File: src/rtl/spi_master_param_if.sv
// Host handshake and SPI pin bundle for spi_master_param.
// The lsb_first signal exists only when SPI_MASTER_PARAM_LSB_FIRST_EN is defined.
interface spi_master_param_if #(
    parameter int DATA_W   = 8,
    parameter int NUM_SS   = 1,
    parameter int DIV_W    = 8,
    parameter int SS_SEL_W = (NUM_SS > 1) ? $clog2(NUM_SS) : 1
);
    logic                start;
    logic [DATA_W-1:0]   tx_data;
    logic [SS_SEL_W-1:0] ss_sel;
    logic [DIV_W-1:0]    clk_div;
    logic                cpol;
    logic                cpha;
`ifdef SPI_MASTER_PARAM_LSB_FIRST_EN
    logic                lsb_first;
`endif
    logic                busy;
    logic                done;
    logic [DATA_W-1:0]   rx_data;
    logic                sclk;
    logic                mosi;
    logic                miso;
    logic [NUM_SS-1:0]   ss_n;

    // master: the SPI master block itself; slave: the host/pin environment.
    modport master (
`ifdef SPI_MASTER_PARAM_LSB_FIRST_EN
        input  lsb_first,
`endif
        input  start, tx_data, ss_sel, clk_div, cpol, cpha, miso,
        output busy, done, rx_data, sclk, mosi, ss_n
    );

    modport slave (
`ifdef SPI_MASTER_PARAM_LSB_FIRST_EN
        output lsb_first,
`endif
        output start, tx_data, ss_sel, clk_div, cpol, cpha, miso,
        input  busy, done, rx_data, sclk, mosi, ss_n
    );
endinterface

File: src/rtl/spi_master_param.sv
// Parametrised SPI master: single-word transfers, 4 CPOL/CPHA modes, programmable divider.
// Optional LSB-first support is enabled by defining SPI_MASTER_PARAM_LSB_FIRST_EN.
//
// state | meaning
// IDLE  | sclk follows cpol, waiting for start
// SETUP | ss_n asserted, H cycles before the first sclk edge
// XFER  | 2*DATA_W sclk edges, one every H cycles
// HOLD  | sclk at cpol for H cycles, then release ss_n and pulse done
module spi_master_param #(
    parameter int DATA_W   = 8,
    parameter int NUM_SS   = 1,
    parameter int DIV_W    = 8,
    parameter int SS_SEL_W = (NUM_SS > 1) ? $clog2(NUM_SS) : 1
) (
    input  logic clk,
    input  logic reset,
    spi_master_param_if.master bus
);
    localparam int EW = $clog2(2 * DATA_W + 1);
    localparam logic [EW-1:0] LAST_EDGE = EW'(2 * DATA_W);

    typedef enum logic [1:0] {IDLE, SETUP, XFER, HOLD} state_t;

    state_t              state_q, state_d;
    logic [DIV_W-1:0]    tmr_q, tmr_d, div_q, div_d;
    logic [EW-1:0]       edge_q, edge_d;
    logic [DATA_W-1:0]   tx_sh_q, tx_sh_d, rx_sh_q, rx_sh_d, rx_data_q, rx_data_d;
    logic                cpha_q, cpha_d, lsb_q, lsb_d;
    logic                sclk_q, sclk_d, mosi_q, mosi_d, busy_q, busy_d, done_q, done_d;
    logic [NUM_SS-1:0]   ss_n_q, ss_n_d;

    logic                lsb_in, tc, do_edge, odd_edge, sample_edge, shift_edge;
    logic [EW-1:0]       edge_nxt;
    logic                tx_bit, acc_bit;
    logic [DATA_W-1:0]   tx_shift, acc_rest, rx_shift;

`ifdef SPI_MASTER_PARAM_LSB_FIRST_EN
    assign lsb_in = bus.lsb_first;
`else
    assign lsb_in = 1'b0;
`endif

    function automatic logic [NUM_SS-1:0] ss_decode(input logic [SS_SEL_W-1:0] sel);
        ss_decode = '1;
        for (int i = 0; i < NUM_SS; i++) begin
            if (sel == SS_SEL_W'(i)) ss_decode[i] = 1'b0;
        end
    endfunction

    assign tc       = (tmr_q == '0);
    assign edge_nxt = edge_q + EW'(1);
    assign odd_edge = edge_nxt[0];
    assign do_edge  = tc && ((state_q == SETUP) || (state_q == XFER && edge_q != LAST_EDGE));
    // Odd edges are leading: cpha=0 samples there, cpha=1 launches data there.
    assign sample_edge = cpha_q ? ~odd_edge : odd_edge;
    assign shift_edge  = cpha_q ? odd_edge : (~odd_edge && edge_nxt != LAST_EDGE);

    assign tx_bit   = lsb_q ? tx_sh_q[0] : tx_sh_q[DATA_W-1];
    assign tx_shift = lsb_q ? (tx_sh_q >> 1) : (tx_sh_q << 1);
    assign acc_bit  = lsb_in ? bus.tx_data[0] : bus.tx_data[DATA_W-1];
    assign acc_rest = lsb_in ? (bus.tx_data >> 1) : (bus.tx_data << 1);
    assign rx_shift = lsb_q ? {bus.miso, rx_sh_q[DATA_W-1:1]} : {rx_sh_q[DATA_W-2:0], bus.miso};

    always_ff @(posedge clk or posedge reset) begin
        if (reset) begin
            state_q   <= IDLE;
            tmr_q     <= '0;
            div_q     <= '0;
            edge_q    <= '0;
            tx_sh_q   <= '0;
            rx_sh_q   <= '0;
            rx_data_q <= '0;
            cpha_q    <= 1'b0;
            lsb_q     <= 1'b0;
            sclk_q    <= 1'b0;
            mosi_q    <= 1'b0;
            busy_q    <= 1'b0;
            done_q    <= 1'b0;
            ss_n_q    <= '1;
        end else begin
            state_q   <= state_d;
            tmr_q     <= tmr_d;
            div_q     <= div_d;
            edge_q    <= edge_d;
            tx_sh_q   <= tx_sh_d;
            rx_sh_q   <= rx_sh_d;
            rx_data_q <= rx_data_d;
            cpha_q    <= cpha_d;
            lsb_q     <= lsb_d;
            sclk_q    <= sclk_d;
            mosi_q    <= mosi_d;
            busy_q    <= busy_d;
            done_q    <= done_d;
            ss_n_q    <= ss_n_d;
        end
    end

    always_comb begin
        state_d = state_q;
        case (state_q)
            IDLE:    if (bus.start) state_d = SETUP;
            SETUP:   if (tc) state_d = XFER;
            XFER:    if (tc && edge_q == LAST_EDGE) state_d = HOLD;
            HOLD:    if (tc) state_d = IDLE;
            default: state_d = IDLE;
        endcase
    end

    always_comb begin
        tmr_d     = tmr_q;
        div_d     = div_q;
        edge_d    = edge_q;
        tx_sh_d   = tx_sh_q;
        rx_sh_d   = rx_sh_q;
        rx_data_d = rx_data_q;
        cpha_d    = cpha_q;
        lsb_d     = lsb_q;
        sclk_d    = sclk_q;
        mosi_d    = mosi_q;
        busy_d    = busy_q;
        done_d    = 1'b0;
        ss_n_d    = ss_n_q;
        case (state_q)
            IDLE: begin
                sclk_d = bus.cpol;
                if (bus.start) begin
                    div_d  = bus.clk_div;
                    tmr_d  = bus.clk_div;
                    edge_d = '0;
                    cpha_d = bus.cpha;
                    lsb_d  = lsb_in;
                    busy_d = 1'b1;
                    ss_n_d = ss_decode(bus.ss_sel);
                    if (bus.cpha) begin
                        tx_sh_d = bus.tx_data;
                        mosi_d  = 1'b0;
                    end else begin
                        tx_sh_d = acc_rest;
                        mosi_d  = acc_bit;
                    end
                end
            end
            SETUP, XFER: begin
                tmr_d = tc ? div_q : tmr_q - DIV_W'(1);
                if (do_edge) begin
                    sclk_d = ~sclk_q;
                    edge_d = edge_nxt;
                    if (sample_edge) rx_sh_d = rx_shift;
                    if (shift_edge) begin
                        mosi_d  = tx_bit;
                        tx_sh_d = tx_shift;
                    end
                end
            end
            HOLD: begin
                tmr_d = tc ? div_q : tmr_q - DIV_W'(1);
                if (tc) begin
                    ss_n_d    = '1;
                    mosi_d    = 1'b0;
                    rx_data_d = rx_sh_q;
                    done_d    = 1'b1;
                    busy_d    = 1'b0;
                end
            end
            default: ;
        endcase
    end

    assign bus.busy    = busy_q;
    assign bus.done    = done_q;
    assign bus.rx_data = rx_data_q;
    assign bus.sclk    = sclk_q;
    assign bus.mosi    = mosi_q;
    assign bus.ss_n    = ss_n_q;
endmodule

File: src/flat_wrapper.sv
// flat-port wrapper written by rule: the top's interface ports become plain ports
module spi_master_param_flat 
#(
    parameter int DATA_W   = 8,
    parameter int NUM_SS   = 1,
    parameter int DIV_W    = 8,
    parameter int SS_SEL_W = (NUM_SS > 1) ? $clog2(NUM_SS) : 1
)
  (clk, reset, bus_start, bus_tx_data, bus_ss_sel, bus_clk_div, bus_cpol, bus_cpha, bus_miso, bus_busy, bus_done, bus_rx_data, bus_sclk, bus_mosi, bus_ss_n);
  spi_master_param_if #(.DATA_W(DATA_W), .NUM_SS(NUM_SS), .DIV_W(DIV_W), .SS_SEL_W(SS_SEL_W)) bus_i ();
  input  logic clk;
  input  logic reset;
  input wire logic [$bits(bus_i.start)-1:0] bus_start;
  input wire logic [$bits(bus_i.tx_data)-1:0] bus_tx_data;
  input wire logic [$bits(bus_i.ss_sel)-1:0] bus_ss_sel;
  input wire logic [$bits(bus_i.clk_div)-1:0] bus_clk_div;
  input wire logic [$bits(bus_i.cpol)-1:0] bus_cpol;
  input wire logic [$bits(bus_i.cpha)-1:0] bus_cpha;
  input wire logic [$bits(bus_i.miso)-1:0] bus_miso;
  output wire logic [$bits(bus_i.busy)-1:0] bus_busy;
  output wire logic [$bits(bus_i.done)-1:0] bus_done;
  output wire logic [$bits(bus_i.rx_data)-1:0] bus_rx_data;
  output wire logic [$bits(bus_i.sclk)-1:0] bus_sclk;
  output wire logic [$bits(bus_i.mosi)-1:0] bus_mosi;
  output wire logic [$bits(bus_i.ss_n)-1:0] bus_ss_n;
  assign bus_i.start = bus_start;
  assign bus_i.tx_data = bus_tx_data;
  assign bus_i.ss_sel = bus_ss_sel;
  assign bus_i.clk_div = bus_clk_div;
  assign bus_i.cpol = bus_cpol;
  assign bus_i.cpha = bus_cpha;
  assign bus_i.miso = bus_miso;
  assign bus_busy = bus_i.busy;
  assign bus_done = bus_i.done;
  assign bus_rx_data = bus_i.rx_data;
  assign bus_sclk = bus_i.sclk;
  assign bus_mosi = bus_i.mosi;
  assign bus_ss_n = bus_i.ss_n;
  spi_master_param #(.DATA_W(DATA_W), .NUM_SS(NUM_SS), .DIV_W(DIV_W), .SS_SEL_W(SS_SEL_W)) u_core (.clk(clk), .reset(reset), .bus(bus_i));
endmodule
File: config.mk
export PLATFORM = sky130hd
export DESIGN_NAME = spi_master_param_flat
export DESIGN_NICKNAME = d
export VERILOG_FILES = /design/src/rtl/spi_master_param_if.sv /design/src/rtl/spi_master_param.sv /design/src/flat_wrapper.sv
export SDC_FILE = /design/constraint.sdc
export NUM_CORES = 1
export LEC_CHECK = 0
export CAP_MARGIN = 20
export CORE_MARGIN = 5
export CORE_UTILIZATION = 55
export DETAILED_ROUTE_END_ITERATION = 7
export PLACE_DENSITY = 0.79
export SYNTH_ARGS = -nofsm -noshare
export SYNTH_HDL_FRONTEND = slang
export SYNTH_SLANG_ARGS = --single-unit
File: constraint.sdc
create_clock -name clk -period 2.62 [get_ports clk]
set_input_delay 0.262 -clock clk [delete_from_list [all_inputs] [get_ports clk]]
set_output_delay 0.262 -clock clk [all_outputs]
set_load 0.02 [all_outputs]
==> impl_metrics.tcl <==
set metrics [dict create \
    p_switching_mw 1.35 \
    r2r-end "u_core.tx_sh_q[5]$_DFFE_PP0P_" \
    p_int_mw 2.04 \
    power_frac_seq_pct 37.5 \
    netlist_top_cells_area "dfrtp_1 (45%), mux2_2 (11%), mux2i_1 (4.9%), nand2_1 (3.9%), o21ai_0 (3.8%)" \
    worst_slew_pin_slew_ns 0.697 \
    yosysSeqAreaShare_pct 46.2 \
    via_per_inst 5.55 \
    p_leak_nw 1.54 \
    dieWidth_um 82.3 \
    ant_nets 0 \
    die_area_um2 6770 \
    track_usage_pct 19.4 \
    finalSetupViolations 0 \
    hold_viol_final 0 \
    num_rows 26 \
    crit_path_start "u_core.tmr_q[0]$_DFFE_PP0N_" \
    slew_viol_final 0 \
    pwr-share-comb_pct 47.5 \
    period_minus_slack_ns 2.39 \
    yosys_warnings 0 \
    final_layout_size_suffix_gt1_share_pct 18.6 \
    ctsResizeCount 0 \
    critical_path_class "flop to flop" \
    cp.required_ns 2.83 \
    ys_types 42 \
    tritoncts "built" \
    final_common_cell "dfrtp_1" \
    fmax_mhz 418 \
    cp-start-kind "flop" \
    worstSkewPairLatency_ns 0.32 \
    clock_path_buffers 2 \
    num_vias 2115 \
    diodes 0 \
    switching_share_pct 39.8 \
    postSynthCellCount 272 \
    run_status "finished clean" \
    synth_flop_cell "dfrtp_1" \
    syn-num-nets 303 \
    final_core_util_pct 67.4 \
    nFillCells 401 \
    grt_max_degree 33 \
    reg2reg_depth 7 \
    grt_pass1_vias 2164 \
    io_pins 36 \
    fin_crit_sh_pct 91.3 \
    clkPwrFrac_pct 15.0 \
    slew_headroom_pct 53.2 \
    clk_pin_slew_ns 0.11 \
    synth_edf_count 0 \
    yosys.area.top_type "dfrtp_1" \
    htreeDepth 2 \
    area_growth_pct 19.0 \
    globalplace.congestion 0.828 \
    core_area_um2 5070 \
    final_cell_mix "dfrtp_1 (52), clkdlybuf4s50_1 (35), nand2_1 (30), mux2_2 (28), o21ai_0 (22)" \
    place_hpwl_mm 4.15 \
    max-vdd-ir-drop_uv 639 \
    cts_setup_buffers 0 \
    maxCapViolCount 0 \
    final_cell_area_um2 3420 \
    regToRegSetupSlack_ns 0.23 \
    antenna_found_initial 0 \
    timing.rr.start "u_core.tmr_q[0]$_DFFE_PP0N_" \
    cts_buffers 5 \
    postCtsHoldBufs 0 \
    cp.arrival_ns 2.60 \
    synthArstFlopShare_pct 100 \
    rsz0062_at_grt "no" \
    io_buffers 35 \
    drc_errors 0 \
    firstDrtPassIters 4 \
    netlist.area_leader.share_pct 45.3 \
    clock_skew_ns 0.00893 \
    placed_area_um2 3320 \
    grt_pass1_wl_mm 10.1 \
    cts_root_buf "clkbuf_8" \
    grt_overflow 0 \
    die-height_um 82.3 \
    hp-class "input port to async pin" \
    routed_wl_mm 5.73 \
    cts_sinks 53 \
    drt-initial-drc-count 143 \
    postSynthAreaPerCell_um2 10.6 \
    synth_area_um2 2870 \
    fin_tns_setup_ns 0 \
    ys_seq_elements 53 \
    p_per_area_nw_per_um2 992 \
    start_util_pct 56.6 \
    final_nets 341 \
    wire_per_inst_um 15.0 \
    cp-end-kind "flop" \
    critical_path.max_fanout 8 \
]
==> synthesized netlist by cell type (3+ instances only) <==
master    instances
ha_1              8
nor2b_1           3
o22ai_1           4
nor3_1            5
nand2_1          30
clkbuf_1         11
nor2_1           13
nand2b_1          4
dfrtp_1          52
mux2_2           28
a21oi_1          15
o211ai_1          3
mux2_1            4
mux2_4            7
nand3_1           5
o21ai_0          22
mux2i_1          14
inv_1            14
==> metrics by stage <==
stage	setup slack (ns)	instances	hold slack, ns	total power [mW]
after floorplan	0.319	272	0.397	2.50
after global placement	0.322	373	0.472	2.82
after detailed placement	0.240	373	0.480	2.90
after CTS	0.222	381	0.325	3.41
after global routing	0.0770	381	0.351	3.68
final	0.228	381	0.307	3.39
==> kinds of logic after synthesis <==
group | count (synthesis) | share of synthesized area [%]
compound gates | 57 | 11.9
xor+xnor | 2 | 0.610
fa+ha+maj | 8 | 3.48
buf+inv | 27 | 3.83
flops | 53 | 46.2
mux | 53 | 21.1
simple gates | 72 | 12.8
==> state kept, by name, indices dropped and copies added, names as in the netlist <==
signal and count:
u_core.bus.busy 1, u_core.bus.done 1, u_core.bus.mosi 1, u_core.bus.rx_data 8, u_core.bus.sclk 1, u_core.bus.ss_n 1
u_core.cpha_q 1, u_core.div_q 8, u_core.edge_q 5, u_core.rx_sh_q 8, u_core.state_q 2, u_core.tmr_q 8
u_core.tx_sh_q 8
==> power groups by stage <==
stage                     Clock [mW]  Sequential [mW]  Combinational [mW]
after floorplan                    0             1.25                1.25
after global placement             0             1.27                1.55
after detailed placement           0             1.28                1.62
after CTS                      0.519             1.27                1.62
after global routing           0.553             1.31                1.81
final                          0.507             1.27                1.61
==> final cells by class <==
cell class	instances	area, um2	share of cell area [%]
timing repair buffer	44	418	12.2
inverter	14	52.6	1.54
clock buffer	5	68.8	2.01
tap	70	87.6	2.56
sequential	53	1330	38.8
clock inverter	3	28.8	0.842
multi-input combinational	192	1440	42.0
==> how the worst max path moves through the flow <==
stage	slack (ns)	depth (start not counted)	to
after floorplan	0.32	9	u_core.tx_sh_q[1]$_DFFE_PP0P_
after global placement	0.32	7	u_core.tx_sh_q[5]$_DFFE_PP0P_
after detailed placement	0.24	7	u_core.tx_sh_q[5]$_DFFE_PP0P_
after CTS	0.22	7	u_core.tx_sh_q[5]$_DFFE_PP0P_
after global routing	0.08	7	u_core.tx_sh_q[5]$_DFFE_PP0P_
final	0.23	7	u_core.tx_sh_q[5]$_DFFE_PP0P_
==> layer usage <==
layer	global-route usage, %	vias to the layer above	wire (um)
li1	-	1033	-
met1	26.0	1023	2610
met2	31.4	52	2740
met3	4.56	7	305
met4	5.48	0	68
met5	0	-	0
==> critical path, cell delays in order, from the launching register on <==
cell and delay, ns:
dfrtp_1 0.42, inv_1 0.09, ha_1 0.14, or4b_1 0.48, or2_1 0.38, nor3b_4 0.28
o21bai_4 0.15, mux2_4 0.33
(Power assumes the default switching activity.)
